===== src/rtl/pipe_ctrl_unit_pkg.sv =====
// Shared opcode encodings, widths and the decoded control bundle for the pipeline controller.
package pipe_ctrl_unit_pkg;

  localparam int OPW_DEF      = 4;
  localparam int REGW_DEF     = 4;
  localparam int LINK_REG_DEF = 15;

  localparam logic [OPW_DEF-1:0] OP_SLL = 4'b0100;
  localparam logic [OPW_DEF-1:0] OP_SRL = 4'b0101;
  localparam logic [OPW_DEF-1:0] OP_LW  = 4'b1000;
  localparam logic [OPW_DEF-1:0] OP_SW  = 4'b1001;
  localparam logic [OPW_DEF-1:0] OP_BEQ = 4'b1010;
  localparam logic [OPW_DEF-1:0] OP_J   = 4'b1011;
  localparam logic [OPW_DEF-1:0] OP_JR  = 4'b1100;
  localparam logic [OPW_DEF-1:0] OP_JAL = 4'b1101;
  localparam logic [OPW_DEF-1:0] OP_IL0 = 4'b1110;
  localparam logic [OPW_DEF-1:0] OP_IL1 = 4'b1111;

  typedef struct packed {
    logic                wen;
    logic [OPW_DEF-1:0]  aluop;
    logic                alusrc;
    logic                regdst;
    logic                branch;
    logic                jump;
    logic                jr;
    logic                jal;
    logic                read;
    logic                write;
    logic                sel_mem;
    logic [REGW_DEF-1:0] dst;
  } ctrl_bundle_t;

endpackage


===== src/rtl/pipe_ctrl_unit_ctrl_decode.sv =====
// ID-stage opcode decoder: opcode -> control bundle plus which source fields are read.
module ctrl_decode
  import pipe_ctrl_unit_pkg::*;
#(
  parameter int LINK_REG = LINK_REG_DEF
) (
  input  logic [OPW_DEF-1:0]  opcode,
  input  logic [REGW_DEF-1:0] rd,
  output ctrl_bundle_t        ctrl,
  output logic                use_rs,
  output logic                use_rt,
  output logic                use_rd
);

  // decode the opcode; r0 destinations never write
  always_comb begin
    ctrl       = '0;
    ctrl.wen   = 1'b1;
    ctrl.aluop = opcode;
    ctrl.dst   = rd;
    case (opcode)
      OP_LW: begin
        ctrl.alusrc  = 1'b1;
        ctrl.read    = 1'b1;
        ctrl.sel_mem = 1'b1;
      end
      OP_SW: begin
        ctrl.wen    = 1'b0;
        ctrl.alusrc = 1'b1;
        ctrl.write  = 1'b1;
        ctrl.regdst = 1'b1;
      end
      OP_SLL, OP_SRL: ctrl.alusrc = 1'b1;
      OP_BEQ: begin
        ctrl.wen    = 1'b0;
        ctrl.branch = 1'b1;
        ctrl.regdst = 1'b1;
      end
      OP_J: begin
        ctrl.wen  = 1'b0;
        ctrl.jump = 1'b1;
      end
      OP_JR: begin
        ctrl.wen = 1'b0;
        ctrl.jr  = 1'b1;
      end
      OP_JAL: begin
        ctrl.jr  = 1'b1;
        ctrl.jal = 1'b1;
        ctrl.dst = REGW_DEF'(LINK_REG);
      end
      OP_IL0, OP_IL1: ctrl.wen = 1'b0;
      default: ;
    endcase
    if (ctrl.dst == '0) ctrl.wen = 1'b0;
  end

  // second source is rd for regdst ops, rt for register-register ops, none for immediates
  always_comb begin
    use_rs = (opcode != OP_J);
    use_rd = ctrl.regdst;
    use_rt = !ctrl.regdst && !ctrl.alusrc;
  end

endmodule


===== src/rtl/pipe_ctrl_unit.sv =====
// Pipeline control: ID decode, load-use stall, branch/jump flush, ID/EX, EX/MEM, MEM/WB
// control registers and saturating stall/flush counters.
module pipe_ctrl_unit
  import pipe_ctrl_unit_pkg::*;
#(
  parameter int OPW      = OPW_DEF,
  parameter int REGW     = REGW_DEF,
  parameter int LINK_REG = LINK_REG_DEF,
  parameter int CNTW     = 16
) (
  input  logic            clk,
  input  logic            rst,
  input  logic            id_valid,
  input  logic [OPW-1:0]  id_opcode,
  input  logic [REGW-1:0] id_rs,
  input  logic [REGW-1:0] id_rt,
  input  logic [REGW-1:0] id_rd,
  input  logic            ex_br_taken,
  output logic            stall,
  output logic            flush_ifid,
  output logic            ex_valid,
  output logic [OPW-1:0]  ex_aluop,
  output logic            ex_alusrc,
  output logic            ex_regdst,
  output logic            ex_branch,
  output logic [REGW-1:0] ex_dst,
  output logic            mem_valid,
  output logic            mem_read,
  output logic            mem_write,
  output logic            mem_wen,
  output logic [REGW-1:0] mem_dst,
  output logic            wb_valid,
  output logic            wb_wen,
  output logic            wb_sel_mem,
  output logic            wb_jal,
  output logic [REGW-1:0] wb_dst,
  output logic [CNTW-1:0] stall_cnt,
  output logic [CNTW-1:0] flush_cnt
);

  ctrl_bundle_t id_ctrl;
  logic         use_rs, use_rt, use_rd;
  logic         ex_wen, ex_read, ex_write, ex_sel_mem, ex_jal;
  logic         mem_sel_mem, mem_jal;
  logic         br_flush, jmp_flush, src_match, ex_bubble;

  ctrl_decode #(.LINK_REG(LINK_REG)) u_decode (
    .opcode (id_opcode),
    .rd     (id_rd),
    .ctrl   (id_ctrl),
    .use_rs (use_rs),
    .use_rt (use_rt),
    .use_rd (use_rd)
  );

  // hazard and flush resolution: EX branch beats load-use stall beats ID jump
  always_comb begin
    src_match  = (use_rs && id_rs == ex_dst) || (use_rt && id_rt == ex_dst) ||
                 (use_rd && id_rd == ex_dst);
    br_flush   = !rst && ex_valid && ex_branch && ex_br_taken;
    stall      = !rst && !br_flush && id_valid && ex_valid && ex_read &&
                 (ex_dst != '0) && !ex_br_taken && src_match;
    jmp_flush  = !rst && !br_flush && !stall && id_valid &&
                 (id_ctrl.jump || id_ctrl.jr || id_ctrl.jal);
    flush_ifid = br_flush || jmp_flush;
    ex_bubble  = br_flush || stall || !id_valid;
  end

  // ID/EX register: a squashed, stalled or empty slot becomes an all-zero bubble
  always_ff @(posedge clk) begin
    if (rst || ex_bubble) begin
      ex_valid   <= 1'b0;
      ex_aluop   <= '0;
      ex_alusrc  <= 1'b0;
      ex_regdst  <= 1'b0;
      ex_branch  <= 1'b0;
      ex_dst     <= '0;
      ex_wen     <= 1'b0;
      ex_read    <= 1'b0;
      ex_write   <= 1'b0;
      ex_sel_mem <= 1'b0;
      ex_jal     <= 1'b0;
    end else begin
      ex_valid   <= 1'b1;
      ex_aluop   <= id_ctrl.aluop;
      ex_alusrc  <= id_ctrl.alusrc;
      ex_regdst  <= id_ctrl.regdst;
      ex_branch  <= id_ctrl.branch;
      ex_dst     <= id_ctrl.dst;
      ex_wen     <= id_ctrl.wen;
      ex_read    <= id_ctrl.read;
      ex_write   <= id_ctrl.write;
      ex_sel_mem <= id_ctrl.sel_mem;
      ex_jal     <= id_ctrl.jal;
    end
  end

  // EX/MEM and MEM/WB registers advance unconditionally
  always_ff @(posedge clk) begin
    if (rst) begin
      mem_valid   <= 1'b0;
      mem_read    <= 1'b0;
      mem_write   <= 1'b0;
      mem_wen     <= 1'b0;
      mem_dst     <= '0;
      mem_sel_mem <= 1'b0;
      mem_jal     <= 1'b0;
      wb_valid    <= 1'b0;
      wb_wen      <= 1'b0;
      wb_sel_mem  <= 1'b0;
      wb_jal      <= 1'b0;
      wb_dst      <= '0;
    end else begin
      mem_valid   <= ex_valid;
      mem_read    <= ex_read;
      mem_write   <= ex_write;
      mem_wen     <= ex_wen;
      mem_dst     <= ex_dst;
      mem_sel_mem <= ex_sel_mem;
      mem_jal     <= ex_jal;
      wb_valid    <= mem_valid;
      wb_wen      <= mem_wen;
      wb_sel_mem  <= mem_sel_mem;
      wb_jal      <= mem_jal;
      wb_dst      <= mem_dst;
    end
  end

  // saturating event counters
  always_ff @(posedge clk) begin
    if (rst) begin
      stall_cnt <= '0;
      flush_cnt <= '0;
    end else begin
      if (stall && stall_cnt != '1) stall_cnt <= stall_cnt + 1'b1;
      if (flush_ifid && flush_cnt != '1) flush_cnt <= flush_cnt + 1'b1;
    end
  end

endmodule


===== config.mk =====
export PLATFORM = sky130hd
export DESIGN_NAME = pipe_ctrl_unit
export DESIGN_NICKNAME = d
export VERILOG_FILES = /design/src/rtl/pipe_ctrl_unit_pkg.sv /design/src/rtl/pipe_ctrl_unit_ctrl_decode.sv /design/src/rtl/pipe_ctrl_unit.sv
export SDC_FILE = /design/constraint.sdc
export NUM_CORES = 1
export LEC_CHECK = 0
export CAP_MARGIN = 20
export CORE_MARGIN = 5
export CORE_UTILIZATION = 41
export DETAILED_ROUTE_END_ITERATION = 7
export PLACE_DENSITY = 0.82
export SETUP_SLACK_MARGIN = 0.02
export SYNTH_ARGS = -nofsm -noshare
export SYNTH_HDL_FRONTEND = slang
export SYNTH_SLANG_ARGS = --single-unit

===== constraint.sdc =====
create_clock -name clk -period 3.6 [get_ports clk]
set_input_delay 1.08 -clock clk [delete_from_list [all_inputs] [get_ports clk]]
set_output_delay 1.08 -clock clk [all_outputs]
set_load 0.05 [all_outputs]

; ---- After elaboration in Yosys (flattened, before gate mapping)
; Cells that the tools add are included.
[totals]
ff_bits = 65
latch_bits = 0
mem_bits_rw = 0
romBits = 0
in_bits = 20
output_inout_bits = 62
elab_cells = 93
n_memories = 0
[classes]
n_addsub = 2
mul = 0
n_div = 0
n_lt_le_gt_ge = 0
eq_ne = 16
shift = 0
mux = 11
bitwise = 0
reduce_logical = 41
[ops]
columns = op, n
row1 = $add A16 B1 Y16 const B, 2
row2 = $eq A4 B4 Y1 const B, 8
row3 = $ne A16 B16 Y1 const B, 2
row4 = $logic_and A1 B1 Y1, 19
row5 = $eq A4 B4 Y1, 3
row6 = $mux W1, 10
row7 = $eq A4 B3 Y1 const B, 2
row8 = $logic_or A1 B1 Y1, 8
row9 = $logic_not A1 Y1, 7
row10 = $reduce_or A2 Y1, 3
row11 = $reduce_or A6 Y1, 1
row12 = $logic_not A4 Y1, 1
row13 = $mux W4, 1
row14 = $ne A4 B4 Y1 const B, 1
row15 = $reduce_bool A4 Y1, 1
row16 = $reduce_or A4 Y1, 1

; ---- Longest topological paths before layout
; Gate-level depths: netlist (run 1).
[logic_depth]
ltp_word = 18
depth_mapped = 8
depth_no_buf = 7

; ---- By module
; Synthesis (run 1) repeated with hierarchy kept, for this count alone.
[hier_totals]
hier_cells = 317
hier_area_um2 = 2869.0
[modules_own_cells]
columns = module, instances, cells_each, area_per_inst_um2, seq_area_each_um2
row1 = pipe_ctrl_unit, 1, 287, 2690.1, 1341.3
row2 = ctrl_decode, 1, 30, 178.9, 0.0

; ---- Worst setup path before layout (run 1)
; OpenSTA, ideal clock, no wires.
[synth_timing]
path_type = input to output
from = in id_opcode[3]
to = out flush_ifid
arrival_ps = 2765
required_ps = 2520
path_slack_ps = -245
path_stages = 7
path_buffers = 2
path_cell_list = or2b_4 > a21oi_1 > nor4_2 > o21a_1 > buf_2 > buf_2 > nor2_1
[synth_via]
elab_chain_cells = 14
word_cells_on_any_way = 33
classes_between = eq/ne (9) / mux (5) / reduce/logical (19)
[synth_lines]
columns = element, line_no
row1 = "start, declared", pipe_ctrl_unit.sv:14  ; input logic [OPW-1:0] id_opcode,
row2 = $eq A4 B4 Y1 or $eq A4 B3 Y1 (tied branches), pipe_ctrl_unit_ctrl_decode.sv:21  ; case (opcode)
row3 = $reduce_or A4 Y1 (no source line) or $reduce_or A2 Y1 (tied branches), -
row4 = $mux W1, pipe_ctrl_unit_ctrl_decode.sv:21
row5 = $logic_not A1 Y1, pipe_ctrl_unit_ctrl_decode.sv:62  ; use_rt = !ctrl.regdst && !ctrl.alusrc;
row6 = $logic_and A1 B1 Y1, pipe_ctrl_unit_ctrl_decode.sv:62
row7 = $logic_and A1 B1 Y1, pipe_ctrl_unit.sv:58  ; src_match = (use_rs && id_rs == ex_dst) || (use_rt && id_rt == ex_dst) ||
row8 = $logic_or A1 B1 Y1 (2 in series), pipe_ctrl_unit.sv:58
row9 = $logic_and A1 B1 Y1, pipe_ctrl_unit.sv:62  ; (ex_dst != '0) && !ex_br_taken && src_match;
row10 = $logic_not A1 Y1, pipe_ctrl_unit.sv:63  ; jmp_flush = !rst && !br_flush && !stall && id_valid &&
row11 = $logic_and A1 B1 Y1 (2 in series), pipe_ctrl_unit.sv:63
row12 = $logic_and A1 B1 Y1 *, pipe_ctrl_unit.sv:63
row13 = $logic_or A1 B1 Y1 *, pipe_ctrl_unit.sv:65  ; flush_ifid = br_flush || jmp_flush;
row14 = "end, declared", pipe_ctrl_unit.sv:20  ; output logic flush_ifid,
; Mark *: on every way between the ends. The rest lies on a longest branch, timed or not.

; ---- Worst setup path in the final report (run 1)
[layout_timing]
from = in id_rt[0]
to = out flush_ifid
[layout_via]
elab_chain_cells = 10
[layout_lines]
columns = element, line_no
row1 = "start, declared", pipe_ctrl_unit.sv:16  ; input logic [REGW-1:0] id_rt,
row2 = $eq A4 B4 Y1, pipe_ctrl_unit.sv:58
row3 = $logic_and A1 B1 Y1, pipe_ctrl_unit.sv:58
row4 = $logic_or A1 B1 Y1 (2 in series), pipe_ctrl_unit.sv:58
row5 = $logic_and A1 B1 Y1, pipe_ctrl_unit.sv:62
row6 = $logic_not A1 Y1, pipe_ctrl_unit.sv:63
row7 = $logic_and A1 B1 Y1 (3 in series), pipe_ctrl_unit.sv:63
row8 = $logic_or A1 B1 Y1, pipe_ctrl_unit.sv:65
; No other way between the ends.

==> impl_summary.md, run 1 <==
Run status
The run finished with clean final reports.

Global routing
The layer flagged by global routing as most heavily used is met2. Across every metal layer, demand over resource in global routing totals 17.67%. For met3 alone, demand over resource in global routing was between 7 and 8%. The via count of the first global-routing pass is roughly 2700. The global routing met1 resource utilization is between 20% and 30%.

The first global-routing pass estimated between 10000 and 15000 um of wire. Global routing finished with a remaining overflow of 0. For this run, global-route usage on met2 was measured as between 20% and 30%. The initial antenna violation count is 0.

The pin count of the biggest net entering global routing is 50.

Drt
In the final routed layout, each cell accounts on average for 15.13 um. The remaining number of nets flagged by the antenna check after routing is 0. The total number of vias is 2712. Summed over all layers, the routed wires come to 7472 um. The detailed router finished its first iteration with between 100 and 150 violations. The number of iterations in the first detailed-routing pass is 4. The post-detailed-route DRC marker count is 0. The via-per-instance ratio is between 5 and 6.

Worst setup path
The worst flop-to-flop path endpoint is flush_cnt[8]. The worst setup path is launched from a primary input. The cell at the slowest stage of the critical path is clkdlybuf4s50_1. Traced cell by cell, the critical path runs through clkdlybuf4s50_1 > xor2_1 > nor4_4 > o21a_2 > nor2_4 > buf_6. Measured in cells, the most critical reg-to-reg path has a length of 7. Of all nets on the critical path, the largest fanout is 2. The largest single stage delay on the critical path is around 470 ps. The required arrival time at the worst endpoint is 2520 ps. The sort of element at the end of the critical path is an output port. The start of the worst register-to-register path is ex_dst[0]. Data arrives at the worst endpoint at between 2000 and 2500 ps.

The setup check on the worst reg-to-reg path leaves a slack of ~1300 ps. The worst setup path is of the in -> out kind.

Placement
The count of buffers added on input and output ports is roughly 80. The placed cell count is approximately 480. At the end of routability-driven placement, the weighted congestion stood at 0.9005. After legalization and detailed placement, the total HPWL measured about 5400 um.

Synth
Averaged over all synthesized cells, the footprint is roughly 9 um2. The fraction of registers with async set or reset after synthesis is 0%. The portion of the post-synthesis area used by sequential elements is 45.92%.

The count of distinct cell types in the synthesized netlist is 45. The top flip-flop cell by instance count after synthesis is dfxtp_1. The number of synthesized flops with an enable pin is 0. The total of flip-flops plus latches after synthesis is 65. The cell area that synthesis handed to floorplanning was between 0.002 and 0.003 mm2.

The dominant cell type by area after synthesis is dfxtp_1. The Yosys warning count is 0. The net count after synthesis is between 300 and 400. The number of standard cells after synthesis is 309. The area share of the largest cell type after synthesis is a little under half. The most repeated cell in the gate-level netlist after synthesis is dfxtp_1. The commonest cells after synthesis are dfxtp_1 (65), nor2b_1 (23), nor2_1 (21), nand2_1 (18), a21oi_1 (16). By area the synthesized netlist is led by dfxtp_1 (46%), nor2b_1 (5.1%), a21oi_1 (2.8%).

Timing
Setup repair after global routing could not meet its margin everywhere. The final count of hold timing violations is 0. The headroom to the max-slew limit is between 60 and 70%. Derived from the worst setup path, the maximum achievable clock frequency is about 0.28 GHz. The setup clock skew after layout is ~7.7 ps. Setup violations remaining at the end of the flow were counted as 0. The final-report max-slew violation count was 0. The slew at the pin with the worst max-slew slack is between 500 and 600 ps. The accumulated negative setup slack is 0 ps. The final worst hold slack is 436.4 ps.

The clock period minus final worst setup slack is 3533 ps. The final clock period utilization by the worst path is 98.13%.

Final layout
The post-layout instance count excluding filler cells is between 400 and 500. For this run, the post-layout net count is roughly 430. The number of antenna diodes in the final layout is 0. The area added between synthesis and finish is 45.61%. Of the cells placed in the final design, the portion with a size suffix greater than 1 is between 10% and 20%.

Clock tree
The tree is rooted in a clkbuf_8. No sink is reached through more buffers than the 2 on the longest clock path. The clock insertion delay at the later pin of the skew report is roughly 340 ps. After clock tree synthesis, the clock-pin slew on the worst setup and hold paths is 70 ps. The CTS sink count is 65. TritonCTS built the clock tree. The H-tree depth is 3. The total CTS buffers is 9.

Power
Summed over all cells, the static leakage comes to 0.001491 uW. Total power for the finished layout comes to about 1500 uW. The peak ir drop on the vdd network is ~0.00023 V. For this design the ratio of total power to cell area is ~370 mW/mm2.

Floorplanning
82 I/O pins were placed. The vertical die dimension is approximately 93 um. The starting utilization of the core area is between 40% and 50%.

The number of standard-cell rows in the floorplan is 30. The die area is approximately 0.0087 mm2. The core region is just under 0.007 mm2.

The chip width is just over 90 um.

Hold path
The startpoint of the most critical hold path is ex_write. The endpoint of the worst hold-timing path is mem_write. Counting instances, the worst hold path has a depth of 1. The worst min-delay path class is reg -> reg.

Flow run
The total of max-cap violations is 0.
[metrics by stage]
stage	cell area, um2	worst slack, ps	utilization (%)
CTS	4079	49.27	60.37
global placement	3834	-273.2	56.74
detailed placement	3834	-322.6	56.74
finish	4126	67.24	61.07
floorplan	2841	49.30	-
global route	4126	-3.035	61.07
[critical path: cells and delay by family]
| kind | cells | cell delay [ps] |
|---|---|---|
| AO/OA/AOI/OAI | 1 | 270 |
| XOR/XNOR | 1 | 270 |
| buffers and inverters | 2 | 630 |
| AND/OR/NAND/NOR | 2 | 200 |
[cells in the final DEF, fill, tap and decap left out, types with 5 or more instances in the layout]
master            n
o21ai_0          10
clkbuf_8          9
nand3_1          11
o311ai_0          7
or2_2             5
nor4_1            5
a21oi_1          15
nor2b_1          22
or3_1             9
o41ai_1           7
mux2_2            5
and2_1            6
o31ai_1           9
nor3_1            7
dfxtp_1          65
nor2_1           19
dlygate4sd2_1     5
nand4_1          11
xnor2_1           7
clkdlybuf4s50_1  69
buf_4            21
nand2_1          18
or4_1             6
inv_1             6
[timing repair]
item,CTS,global route
pin swaps,6,3
setup endpoints to repair,2,2
setup buffers,1,0
hold buffers,0,0
gates resized for setup,16,9
cloned,0,0
[sequential cells by signal, indices dropped and copies added (netlist names), 4 cells and up]
| signal | count |
|---|---|
| flush_cnt | 16 |
| stall_cnt | 16 |
| ex_aluop | 4 |
| ex_dst | 4 |
| wb_dst | 4 |
| mem_dst | 4 |
[report_power, final]
group / internal (uW) / switching (uW) / leakage (uW)
combinational: 67.6 / 88.6 / 0.000864
sequential: 729 / 9.03 / 0.000526
clock: 327 / 304 / 0.000101
total: 1120 / 402 / 0.00149
[final cells by class]
cell class                 count  area (um2)
clock buffer                   9       123.9
inverter                       7       26.28
sequential                    65        1301
tap                           80       100.1
multi-input combinational    223        1518
fill                         567        2630
timing repair buffer         103       979.7
clock inverter                 7       77.57
[worst max-delay path by stage]
stage                       to  depth (start not counted)  slack [ps]         start
CTS                 flush_ifid                          6          50      id_rt[3]
finish              flush_ifid                          6          70      id_rt[0]
global route        flush_ifid                          6          -3      id_rt[0]
floorplan                stall                          6          50  id_opcode[3]
detailed placement  flush_ifid                          7        -320  id_opcode[2]
global placement    flush_ifid                          7        -270  id_opcode[2]
[kinds of logic (layout without fill, tap and decap cells)]
logic type | count (synthesis) | after routing | share of synthesized area, %
simple gates | 141 | 141 | 28.43
flops | 65 | 65 | 45.92
compound gates | 58 | 58 | 14.17
buf+inv | 21 | 126 | 3.179
xor+xnor | 13 | 13 | 4.018
mux | 9 | 9 | 3.399
fa+ha+maj | 2 | 2 | 0.8829
[metal layers]
layer | up-vias | part of all wire [%] | routed length [um]
li1 | 1332 | - | -
met3 | 8 | 7.7 | 572
met5 | - | 0 | 0
met2 | 93 | 48 | 3567
met1 | 1279 | 43 | 3247
met4 | 0 | 1.1 | 85
(Power assumes the default switching activity.)
==> inputs of run 2 (changes only) <==
- ABC_AREA: unset -> 1
- PLACE_DENSITY: 0.82 -> 0.81
==> impl_summary.md, run 2 <==
Timing
The top achievable clock speed is around 0.28 GHz. At the pin with the least slew margin, the transition time is about 580 ps. The final setup violation count is 0. The final count of hold timing violations is 0.

The headroom to the max-slew limit is between 60 and 70%. The final clock period utilization by the worst path is 98.22%. The clock arrives with ~13 ps of skew. The final-report max-slew violation count is 0.

The clock period minus final worst setup slack is 3536 ps.

Power
The power per cell area is between 300 and 400 mW/mm2. In this run the static leakage power is 0.001655 uW. The worst-case IR drop observed on VDD is approximately 0.00018 V. The total power is about 1400 uW.

Worst setup path
Traced cell by cell, the critical path runs through clkdlybuf4s50_1 > inv_1 > nand2_1 > o21ai_1 > nor2_1 > nand3_1 > nand3_2 > nand2_2 > nand3_2 > nand2_4 > buf_12. STA classifies the critical path startpoint as a primary input. The most critical setup path has its startpoint at id_rs[1]. The data arrival time of the critical path is around 2500 ps.

The startpoint identified for the worst register-to-register timing path is ex_dst[2]. The category of the critical setup timing path is in -> out. STA puts the critical path data required time at 2520 ps. The depth of the most critical reg-to-reg path is 14. The buffering stage count on the worst path with inverters included is 3.

The critical path crosses 11 cells after its start point. The most prevalent standard cell on the critical path is nand3_2. The cell at the slowest stage of the critical path is clkdlybuf4s50_1. Of all nets on the critical path, the largest fanout is 2.

The worst flop-to-flop path endpoint is stall_cnt[6]. The sort of element at the end of the critical path is an output port. The worst stage delay on the critical path is 460 ps. In this run the register-to-register setup slack is 1370 ps. The kind of cell adding the most delay to the critical path is buffers and inverters.

Global routing
The via count of the first global-routing pass came to between 2000 and 3000. The wire length of the first global-routing pass is roughly 13000 um. Global routing used ~18% of the available tracks.

Entering global routing, the biggest net connects 39 pins. The initial antenna violation count is 0. The total overflow left after global routing is 0.

Synth
nand2_1 is the most common cell in the netlist. The portion of the post-synthesis area used by sequential elements is between 40 and 50%. In this run, synthesis inferred 0 flip-flops with an integrated enable. After synthesis, the mean cell area works out to 7.203 um2. The fraction of registers with async set or reset after synthesis is 0%. The total of flip-flops plus latches after synthesis is 65. The net count after synthesis is approximately 450. The area share of the largest cell type after synthesis is approximately 43%. The biggest area contributor in the post-synthesis netlist is dfxtp_1.

Counting every instance in the synthesized netlist gives 423. The Yosys step of the flow raised 0 warnings. The count of distinct cell types in the synthesized netlist is 26.

The commonest cells after synthesis are nand2_1 (91), dfxtp_1 (65), nor2_1 (64), inv_1 (49), nand3_1 (39). The top flip-flop cell by instance count after synthesis is dfxtp_1. The mapped netlist covers between 0.003 and 0.004 mm2. By area the synthesized netlist is led by dfxtp_1 (43%), nand2_1 (11%), nor2_1 (7.9%).

Drt
The met3 routed wirelength is between 400 and 500 um. After detailed routing, the total wire length is between 7000 and 8000 um. The per-cell routed wire length is approximately 13 um. The remaining number of nets flagged by the antenna check after routing is 0. The first detailed-routing pass took 4 iterations. Signal routing reaches up to met4.

The total number of vias is ~3000. In the routed design, unresolved DRC markers number 0. The routed wire length on met2 is 3818 um. The routed length on met1 is approximately 3300 um. In the routed layout, each cell is associated on average with a via count of 4.836. In this run, the number of DRC markers left after iteration 0 of detailed routing was ~150.

Placement
The congestion estimate from routability-driven global placement came to 0.9099. The detailed-placement wirelength estimate is 5834 um. In this run the tool buffered the top-level ports with between 80 and 90 buffer cells. The placed cell count is 605. The placed instances occupy a cell area of approximately 0.004 mm2.

Clock tree
TritonCTS created 9 clock buffers. CTS built an H-tree with a depth of 3. The clock insertion delay at the later pin of the skew report is 340 ps. The clock transition time at the flip-flop clock pins of the worst setup and hold paths is around 80 ps.

CTS placed an instance of clkbuf_8 at the clock tree root. TritonCTS built the clock tree. The CTS sink count is 65. The clock passes through at most 2 buffers.

Final layout
The number of nets in the final layout is 540. Compared with the post-synthesis result, the final layout area differs by 39.18%. The post-route netlist has roughly 13% of its cells at a drive strength greater than 1. Leaving out fill and tap cells, the most frequent cell in the layout is nand2_1. The largest registers in the layout are flush_cnt (16), stall_cnt (16). The final instance area is 0.004240 mm2. The antenna diode instance count is 0.

The share of the core filled with cells is between 50 and 60%. Leaving out filler cells and counting taps, the final layout contains about 620. The library cells used most frequently in the layout, excluding fill and tap cells, are nand2_1 (90), clkdlybuf4s50_1 (69), dfxtp_1 (65), nor2_1 (62), inv_1 (46). The count of filler cells inserted in the layout is around 680.

Floorplanning
After floorplanning, the core was divided into 31 placement rows. For this configuration, the core starts out at a cell density of ~42%. The placeable core area is ~0.0073 mm2. The floorplan step set the die width to approximately 96 um. between 80 and 90 I/O pins were placed. The die covers 0.009254 mm2. The vertical die dimension is between 90 and 100 um.

Hold path
Along the worst hold path, the cell count comes to 2. The worst min-delay path class is reg -> reg. The path with the worst hold slack has its endpoint at wb_jal. The startpoint identified for the worst hold timing path is mem_jal.

Flow run
The total of max-cap violations is 0.

Run status
The run finished with clean final reports.
-- run 2: stage by stage --
stage	TNS (ps)	setup WS [ps]	hold WS, ps
floorplan	0	232.1	388.3
finish	0	63.95	402.3
global route	-1.994	-1.994	413.6
detailed placement	-121.9	-78.60	392.7
CTS	0	35.10	403.9
global placement	-28.26	-28.26	391.6
-- run 2: cell type report --
class,count,area (um2),area share (%)
clock buffers,9,123.9,2.921
multi-input cells,291,1484,35.00
repair buffers,95,942.2,22.22
clock inverters,7,52.55,1.239
inverters,56,212.7,5.016
well taps,99,123.9,2.921
flip-flops and latches,65,1301,30.69
-- run 2: timing repair --
action / in CTS / in global routing
pin swaps: 6 / 8
setup endpoints to repair: 2 / 2
resized for setup: 10 / 11
setup buffers: 1 / 0
hold buffers: 0 / 0
-- run 2: worst max-delay path by stage --
stage / to / slack (ps)
global route: flush_ifid / -2
global placement: flush_ifid / -30
CTS: stall / 40
floorplan: flush_ifid / 230
detailed placement: flush_ifid / -80
finish: flush_ifid / 60
-- run 2: cell families after synthesis --
family | Yosys count | synth area share [%]
simple gates | 224 | 31.87
fa+ha+maj | 2 | 0.8212
flops | 65 | 42.71
compound gates | 39 | 7.721
buf+inv | 67 | 9.404
xor+xnor | 26 | 7.474
-- run 2: power breakdown --
part / leakage [uW] / total [uW] / switching (uW) / internal [uW]
clock: 0.0000904 / 553 / 298 / 255
sequential: 0.000526 / 736 / 6.93 / 729
combinational: 0.00104 / 145 / 88.9 / 55.9
-- run 2: worst register-to-register path: cells and delay by family (launching register included) --
kind / cells / cell delay, ps
compound gates: 1 / 70
buf+inv: 5 / 620
simple gates: 8 / 970
flops: 1 / 440
-- run 2: per-layer routing --
layer / global-route usage [%] / up-vias
met4: 9.953 / 0
met3: 4.144 / 16
met1: 19.11 / 1371
li1: - / 1527
met2: 30.99 / 94
met5: 0 / -
